<file path="src/rtl/io_map_pkg.sv">
// io_map_pkg: IO register addresses, STATUS bit positions and read-select encoding.
package io_map_pkg;
  localparam logic [15:0] SWITCHES_LOC = 16'hCFFD;
  localparam logic [15:0] LEDS_LOC     = 16'hCFFE;
  localparam logic [15:0] STATUS_LOC   = 16'hCFFF;
  localparam logic [15:0] TIMER_LOC    = 16'hD000;
  localparam int TMR_WRAP_BIT = 0;
  localparam int SW_CHG_BIT   = 1;
  localparam int IEN_TMR_BIT  = 8;
  localparam int IEN_SW_BIT   = 9;
  typedef enum logic [2:0] {SEL_RAM, SEL_SW, SEL_LED, SEL_STAT, SEL_TMR} sel_e;
  function automatic sel_e decode(input logic [15:0] addr);
    return addr == SWITCHES_LOC ? SEL_SW :
           addr == LEDS_LOC     ? SEL_LED :
           addr == STATUS_LOC   ? SEL_STAT :
           addr == TIMER_LOC    ? SEL_TMR : SEL_RAM;
  endfunction
endpackage

</file>
<file path="src/rtl/switch_debouncer.sv">
// switch_debouncer: two-flop synchronizer plus stability counter for board switches.
//   clk, reset (async active-low), raw: asynchronous input,
//   stable: accepted value, changed: one-cycle pulse when the accepted value changes.
module switch_debouncer #(
  parameter int DEBOUNCE_CYCLES = 50000,
  parameter int WIDTH = 8
) (
  input  logic             clk,
  input  logic             reset,
  input  logic [WIDTH-1:0] raw,
  output logic [WIDTH-1:0] stable,
  output logic             changed
);
  localparam int CW = $clog2(DEBOUNCE_CYCLES);
  logic [WIDTH-1:0] s1_q, s2_q, cand_q, stable_q;
  logic [CW-1:0] cnt_q;
  logic accept;
  // Accept on the edge the counter steps into DEBOUNCE_CYCLES-1, giving 2+DEBOUNCE_CYCLES total latency.
  assign accept  = s2_q == cand_q && cnt_q == CW'(DEBOUNCE_CYCLES - 2);
  assign changed = accept && cand_q != stable_q;
  assign stable  = stable_q;
  always_ff @(posedge clk or negedge reset) begin
    if (!reset) begin
      s1_q     <= '0;
      s2_q     <= '0;
      cand_q   <= '0;
      stable_q <= '0;
      cnt_q    <= '0;
    end else begin
      s1_q <= raw;
      s2_q <= s1_q;
      if (s2_q != cand_q) begin
        cand_q <= s2_q;
        cnt_q  <= '0;
      end else if (cnt_q != CW'(DEBOUNCE_CYCLES - 1)) begin
        cnt_q <= cnt_q + CW'(1);
      end
      if (accept) stable_q <= cand_q;
    end
  end
endmodule

</file>
<file path="src/rtl/io_bus_responder.sv">
// io_bus_responder: memory-mapped IO registers on CPU port A alongside EXRAM.
//   clk, reset (async active-low); address_a/data_a/wren_a: CPU bus; q_a: EXRAM read data;
//   switches: raw board switches; ram_wren_a: gated EXRAM write enable;
//   mem_rdata: read data to CPU; seg_value: display value; irq: level interrupt.
module io_bus_responder
  import io_map_pkg::*;
#(
  parameter int DEBOUNCE_CYCLES = 50000,
  parameter int TICK_DIV = 50000
) (
  input  logic        clk,
  input  logic        reset,
  input  logic [15:0] address_a,
  input  logic [15:0] data_a,
  input  logic        wren_a,
  input  logic [15:0] q_a,
  input  logic [7:0]  switches,
  output logic        ram_wren_a,
  output logic [15:0] mem_rdata,
  output logic [15:0] seg_value,
  output logic        irq
);
  localparam int TW = $clog2(TICK_DIV);
  sel_e sel_d, sel_q;
  logic [15:0] io_rd_d, io_rd_q, seg_d, seg_q, timer_d, timer_q, status;
  logic [TW-1:0] presc_d, presc_q;
  logic [1:0] ien_d, ien_q, clr;
  logic sw_chg_d, sw_chg_q, tmr_wrap_d, tmr_wrap_q, irq_d, irq_q;
  logic wr_led, wr_stat, wr_tmr, rd_stat, tick, sw_changed;
  logic [7:0] sw_stable;
  switch_debouncer #(.DEBOUNCE_CYCLES(DEBOUNCE_CYCLES), .WIDTH(8)) u_deb (
    .clk(clk), .reset(reset), .raw(switches), .stable(sw_stable), .changed(sw_changed)
  );
  assign sel_d      = decode(address_a);
  assign ram_wren_a = wren_a & (sel_d == SEL_RAM);
  assign wr_led     = wren_a & (sel_d == SEL_LED);
  assign wr_stat    = wren_a & (sel_d == SEL_STAT);
  assign wr_tmr     = wren_a & (sel_d == SEL_TMR);
  // With no read strobe on the bus, any non-write cycle addressing STATUS counts as a read.
  assign rd_stat    = ~wren_a & (sel_d == SEL_STAT);
  assign tick       = presc_q == TW'(TICK_DIV - 1);
  always_comb begin
    status = '0;
    status[IEN_SW_BIT]   = ien_q[1];
    status[IEN_TMR_BIT]  = ien_q[0];
    status[SW_CHG_BIT]   = sw_chg_q;
    status[TMR_WRAP_BIT] = tmr_wrap_q;
    clr        = rd_stat ? 2'b11 : wr_stat ? data_a[1:0] : 2'b00;
    seg_d      = wr_led ? data_a : seg_q;
    ien_d      = wr_stat ? data_a[IEN_SW_BIT:IEN_TMR_BIT] : ien_q;
    timer_d    = wr_tmr ? data_a : tick ? timer_q + 16'd1 : timer_q;
    presc_d    = (wr_tmr | tick) ? '0 : presc_q + TW'(1);
    tmr_wrap_d = (tick & ~wr_tmr & timer_q == 16'hFFFF) | (tmr_wrap_q & ~clr[TMR_WRAP_BIT]);
    sw_chg_d   = sw_changed | (sw_chg_q & ~clr[SW_CHG_BIT]);
    irq_d      = (sw_chg_d & ien_d[1]) | (tmr_wrap_d & ien_d[0]);
    io_rd_d    = sel_d == SEL_SW   ? {8'h00, sw_stable} :
                 sel_d == SEL_LED  ? seg_q :
                 sel_d == SEL_STAT ? status :
                 sel_d == SEL_TMR  ? timer_q : 16'h0000;
  end
  always_ff @(posedge clk or negedge reset) begin
    if (!reset) begin
      sel_q      <= SEL_RAM;
      io_rd_q    <= '0;
      seg_q      <= '0;
      timer_q    <= '0;
      presc_q    <= '0;
      ien_q      <= '0;
      sw_chg_q   <= 1'b0;
      tmr_wrap_q <= 1'b0;
      irq_q      <= 1'b0;
    end else begin
      sel_q      <= sel_d;
      io_rd_q    <= io_rd_d;
      seg_q      <= seg_d;
      timer_q    <= timer_d;
      presc_q    <= presc_d;
      ien_q      <= ien_d;
      sw_chg_q   <= sw_chg_d;
      tmr_wrap_q <= tmr_wrap_d;
      irq_q      <= irq_d;
    end
  end
  assign mem_rdata = sel_q == SEL_RAM ? q_a : io_rd_q;
  assign seg_value = seg_q;
  assign irq       = irq_q;
endmodule

</file>
<file path="config.mk">
export PLATFORM = sky130hd
export DESIGN_NAME = io_bus_responder
export DESIGN_NICKNAME = d
export VERILOG_FILES = /design/src/rtl/io_map_pkg.sv /design/src/rtl/switch_debouncer.sv /design/src/rtl/io_bus_responder.sv
export SDC_FILE = /design/constraint.sdc
export NUM_CORES = 1
export LEC_CHECK = 0
export ABC_AREA = 0
export CAP_MARGIN = 20
export CORE_AREA = 2 2 115 117
export DETAILED_ROUTE_END_ITERATION = 6
export DIE_AREA = 0 0 117 119
export PLACE_DENSITY = 0.81
export SLEW_MARGIN = 20
export SYNTH_ARGS = -nofsm -noshare
export SYNTH_HDL_FRONTEND = slang
export SYNTH_SLANG_ARGS = --single-unit
</file>
<file path="constraint.sdc">
create_clock -name clk -period 2.3 [get_ports clk]
set_input_delay 0.46 -clock clk [delete_from_list [all_inputs] [get_ports clk]]
set_output_delay 0.46 -clock clk [all_outputs]
set_load 0.05 [all_outputs]
</file>
; ---- Word-level counts from Yosys, hierarchy flattened
; Cells that the tools add are included.
[totals]
ff_bits = 120
[op_classes]
add_sub_neg = 3
eq_ne = 15
muxes = 17
bitwise = 19
n_reduce_logical = 6
[op_table]
columns = op, count
row1 = 16-bit 2-to-1 mux, 10
row2 = 16-bit == test (second input constant), 7
row3 = 16-bit by 1-bit adder with 16-bit output (second input constant), 3
row4 = 16-bit inequality test (second input constant), 1
row5 = 8-bit inequality test, 2
row6 = 3-bit 2-to-1 mux, 4
row7 = 1-bit bitwise AND, 11
row8 = 8-bit == test, 1
row9 = 3-bit by 2-bit == test with 1-bit output (second input constant), 2
row10 = 3-bit logical NOT, 2
row11 = 2-bit 2-to-1 mux, 3
row12 = 1-bit inverter, 4
row13 = 1-bit OR, 4
row14 = 2-bit nonzero test, 2
row15 = 3-bit by 1-bit == test with 1-bit output (second input constant), 1
row16 = 3-bit == test (second input constant), 1
row17 = 1-bit logical AND, 2

; ---- Longest topological paths before layout
[depth]
depth_word = 14
mapped_depth = 7
depth_no_buf = 6

; ---- Modules after synthesis
; From an unflattened synthesis, not the netlist that was laid out.
[unflattened]
cells_unflattened = 489
area_unflattened_um2 = 5559.1
[modules_own_cells]
columns = module, instances, cells_per_inst, area_per_inst_um2, seq_area_each_um2
row1 = io_bus_responder, 1, 329, 3601.0, 1801.7
row2 = switch_debouncer, 1, 160, 1958.1, 1201.2

; ---- Worst setup path after synthesis
; Ideal clock, no wire load.
[synth_timing]
path_kind = input -> output
from = input port address_a[4]
to = output port ram_wren_a
arrival_time_ns = 2.086
setup_slack_ns = -0.246
stages = 6
path_cell_list = or4b_2 -> nor4_2 -> and2_1 -> buf_2 -> buf_4 -> nor2_1
[synth_via]
elab_chain_len = 7
elab_cells_between_ends = 10
cone_classes = 4 x eq/ne / 4 x mux / 1 x bitwise / 1 x reduce/logical
[synth_lines]
columns = item, line_no
row1 = start: declaration, io_bus_responder.sv:13  ; input logic [15:0] address_a,
row2 = 16-bit == test, io_map_pkg.sv:16  ; addr == TIMER_LOC ? SEL_TMR : SEL_RAM;
row3 = 3-bit 2-to-1 mux, io_map_pkg.sv:16
row4 = 3-bit 2-to-1 mux, io_map_pkg.sv:15  ; addr == STATUS_LOC ? SEL_STAT :
row5 = 3-bit 2-to-1 mux, io_map_pkg.sv:14  ; addr == LEDS_LOC ? SEL_LED :
row6 = 3-bit 2-to-1 mux (*), io_map_pkg.sv:13  ; return addr == SWITCHES_LOC ? SEL_SW :
row7 = named net sel_d[2], io_bus_responder.sv:24  ; sel_e sel_d, sel_q;
row8 = 3-bit logical NOT (*), io_bus_responder.sv:35  ; assign ram_wren_a = wren_a & (sel_d == SEL_RAM);
row9 = 1-bit bitwise AND (*), io_bus_responder.sv:35
row10 = end: declaration, io_bus_responder.sv:18  ; output logic ram_wren_a,
; The timed path passes the listed nets; every way through them passes the cells marked *.

; ---- Final worst setup path
[layout_timing]
from = input port address_a[0]
to = output port ram_wren_a
[layout_via]
elab_chain_len = 7
elab_cells_between_ends = 10
cone_classes = 4 x eq/ne / 4 x mux / 1 x bitwise / 1 x reduce/logical
[layout_lines]
columns = item, line_no
row1 = 16-bit == test, io_map_pkg.sv:16
row2 = 3-bit 2-to-1 mux, io_map_pkg.sv:16
row3 = 3-bit 2-to-1 mux, io_map_pkg.sv:15
row4 = 3-bit 2-to-1 mux, io_map_pkg.sv:14
row5 = 3-bit 2-to-1 mux (*), io_map_pkg.sv:13
row6 = 3-bit logical NOT (*), io_bus_responder.sv:35
row7 = 1-bit bitwise AND (*), io_bus_responder.sv:35
; Every way passes the cells marked *; elsewhere a longest branch is shown, timed or not.

==> impl_metrics.env <==
export IMPL_rr_endpoint="u_deb.stable[0]"
export IMPL_antenna_diode_count=0
export IMPL_crit_arrival_ns=1.83
export IMPL_drt_pass1_iterations=4
export IMPL_crit_type="in -> out"
export IMPL_fmax_ghz=0.4358
export IMPL_cts_buffer_depth=2
export IMPL_worst_pin_slew_ns=0.5613
export IMPL_synth_area_leaders="dfrtp_1, xnor2_1, mux2_2"
export IMPL_p_leak_nw=3.404
export IMPL_die_x_um=117
export IMPL_initial_core_util_pct=43.12
export IMPL_grt_usage_pct=19.38
export IMPL_grt_pass1_vias=4314
export IMPL_antenna_found_initial=0
export IMPL_ys_seq_elements=120
export IMPL_netlist_area_leader_share_pct=54.09
export IMPL_post_route_util_pct=58.35
export IMPL_rr_startpoint="u_deb.cnt_q[7]"
export IMPL_ant_nets=0
export IMPL_status="finished, final reports clean"
export IMPL_wire_per_inst_um=16.18
export IMPL_ys_seq_area_share_pct=54.09
export IMPL_pwr_density_cell_nw_per_um2=699.1
export IMPL_slew_headroom_pct=62.50
export IMPL_die_y_um=119
export IMPL_cts_tree="built"
export IMPL_async_flop_share_pct=100.0
export IMPL_fin_worst_hold_slack_ns=0.007853
export IMPL_grt_first_pass_wirelength_um=20960
export IMPL_fin_crit_ns=2.295
export IMPL_cp_data_required_time_ns=1.84
export IMPL_place_congestion=0.8109
export IMPL_final_max_slew_viol_count=0
export IMPL_rsz0062_at_grt="true"
export IMPL_regArea_um2=3003
export IMPL_maxCapViolCount=0
export IMPL_endpoint="ram_wren_a"
export IMPL_finalHoldViolCount=0
export IMPL_cts_buffers=17
export IMPL_cts_root_buf="clkbuf_16"
export IMPL_drc=0
export IMPL_end_kind="output pin"
export IMPL_yosysUniqueCellTypes=52
export IMPL_place_ws_ns=-0.4639
export IMPL_numPortBuffers=92
export IMPL_dp_cells=769
export IMPL_drtIter0Drc=241
export IMPL_hp_class="in -> async"
export IMPL_dieArea_um2=13920
export IMPL_insertion_delay_ns=0.40
export IMPL_synth_area_um2=5552
export IMPL_r2r_slack_ns=0.06
export IMPL_clkTransAtPathRegs_ns=0.05
export IMPL_setup_slack_ns=0.005229
export IMPL_reg2regPathDepth=5
export IMPL_yosysWarnings=0
export IMPL_startpoint_type="input port"
export IMPL_setup_viol=0
export IMPL_multi_input_area_um2=2470
export IMPL_synth_top_cell_by_area="dfrtp_1"
export IMPL_yosys_cell_count_top_type="dfrtp_1"
export IMPL_synth_top_flop_cell="dfrtp_1"
export IMPL_drt_wl_total_um=13060
export IMPL_layout_nets=681
export IMPL_cts_hold_buf=0
export IMPL_synth_common_cells="dfrtp_1, nor2_1, xnor2_1"
export IMPL_grt_max_degree=50
export IMPL_rows=42
export IMPL_overflow=0
export IMPL_synthCells=493
export IMPL_fin_area_um2=7512
export IMPL_syn_nets=556
export IMPL_fill_cells=1007
export IMPL_final_cells=807
export IMPL_areaGrowthSynthToFinish_pct=35.32
export IMPL_num_vias=4256
export IMPL_num_io_pins=93
export IMPL_synth_edf_count=0
export IMPL_drive_above_1_share_pct=22.35
export IMPL_ir_drop_v=0.0005381
export IMPL_vias_per_cell=5.274
export IMPL_h_tree_depth=4
export IMPL_skew_ns=0.008378
export IMPL_place_area_um2=6839
export IMPL_fin_crit_sh_pct=99.77
export IMPL_avgSynthCellArea_um2=11.26
export IMPL_path_max_fanout=2
export IMPL_core_um2=12870
export IMPL_dp_hpwl_um=9240
export IMPL_startpoint="address_a[0]"
export IMPL_clock_sinks=120
==> placed cells by master (no fill, tap or decap), drive strengths merged, types with 3 or more instances in the layout <==
master	Yosys	routed
o21ai	8	8
dfrtp	120	120
nand3	18	18
mux2	44	44
clkdlybuf4s50	0	58
or3	4	4
and4	5	5
nand2	34	34
nand4	17	17
ha	4	4
or4b	5	5
and2	6	6
a22oi	6	6
clkinvlp	0	3
clkdlybuf4s15	0	3
or4	3	3
inv	7	9
xnor2	37	37
mux2i	3	3
xor2	18	18
a21oi	20	20
nor3	11	11
a22o	7	7
nor4	9	9
clkbuf	20	18
clkinv	0	6
buf	6	61
bufinv	0	3
dlygate4sd2	0	10
nor2	52	52
and3	7	7
==> critical path, cell delays in order <==
cell,delay (ns)
dlygate4sd2_1,0.24
or4b_4,0.55
nor4_4,0.19
and2_4,0.21
nor2_4,0.04
buf_6,0.14
==> final cells by class <==
cell class                 count  share of cell area [%]
clock inverter                14                   2.282
sequential                   120                   39.97
timing repair buffer         132                   15.74
inverter                       7                  0.3498
tap                          176                   2.931
clock buffer                  18                   5.846
multi-input combinational    340                   32.88
==> through the flow <==
step	total power, mW	setup TNS (ns)
floorplan	2.360	0
global placement	2.565	-17.67
detailed placement	2.578	-20.07
CTS	5.273	0
global route	5.415	-0.03055
finish	5.251	0
==> kinds of logic (layout without fill, tap and decap cells) <==
kind of cell / after synthesis / in the layout / share of synthesized area [%]
buffers and inverters: 33 / 171 / 2.524
AND/OR/NAND/NOR: 182 / 182 / 17.74
AO/OA/AOI/OAI: 52 / 52 / 6.063
XOR/XNOR: 55 / 55 / 8.677
multiplexers: 47 / 47 / 10.01
flip-flops: 120 / 120 / 54.09
adder cells (fa/ha/maj): 4 / 4 / 0.9015
==> what timing repair did <==
action                                  CTS  global route
endpoints found under the setup margin    3            19
resized for setup                        37             2
setup buffers                             7             0
pin swaps                                11             2
==> layer usage <==
metal	wire length [um]	global-route usage, %	share of wire, %
met5	0	0	0
met4	127	5.882	0.97
met3	712	4.427	5.5
met2	6907	34.00	53
met1	5314	23.51	41
==> how the worst min path moves through the flow <==
stage	startpoint	to	slack [ns]	depth (start not counted)
detailed placement	u_deb.s1_q[6]	u_deb.s2_q[6]	0.33	0
finish	reset	u_deb.s1_q[2]	0.008	1
floorplan	reset	ien_q[0]	0.16	0
global route	reset	u_deb.s1_q[2]	0.03	1
global placement	u_deb.s1_q[3]	u_deb.s2_q[3]	0.33	0
CTS	reset	u_deb.s1_q[2]	0.01	1
==> flip-flops by register name, summed over array words and instances, names as in the netlist <==
signal / cells
u_deb.cnt_q: 16
presc_q: 16
sw_chg_q: 1
sel_q: 3
seg_value: 16
tmr_wrap_q: 1
timer_q: 16
u_deb.cand_q: 8
u_deb.s1_q: 8
u_deb.s2_q: 8
ien_q: 2
io_rd_q: 16
u_deb.stable: 8
irq: 1
==> power breakdown <==
part | switching, mW | internal (mW)
sequential | 0.0417 | 2.15
clock | 0.974 | 1.74
combinational | 0.180 | 0.165
total | 1.20 | 4.06
Note: power is estimated with default switching activity, not from simulation.
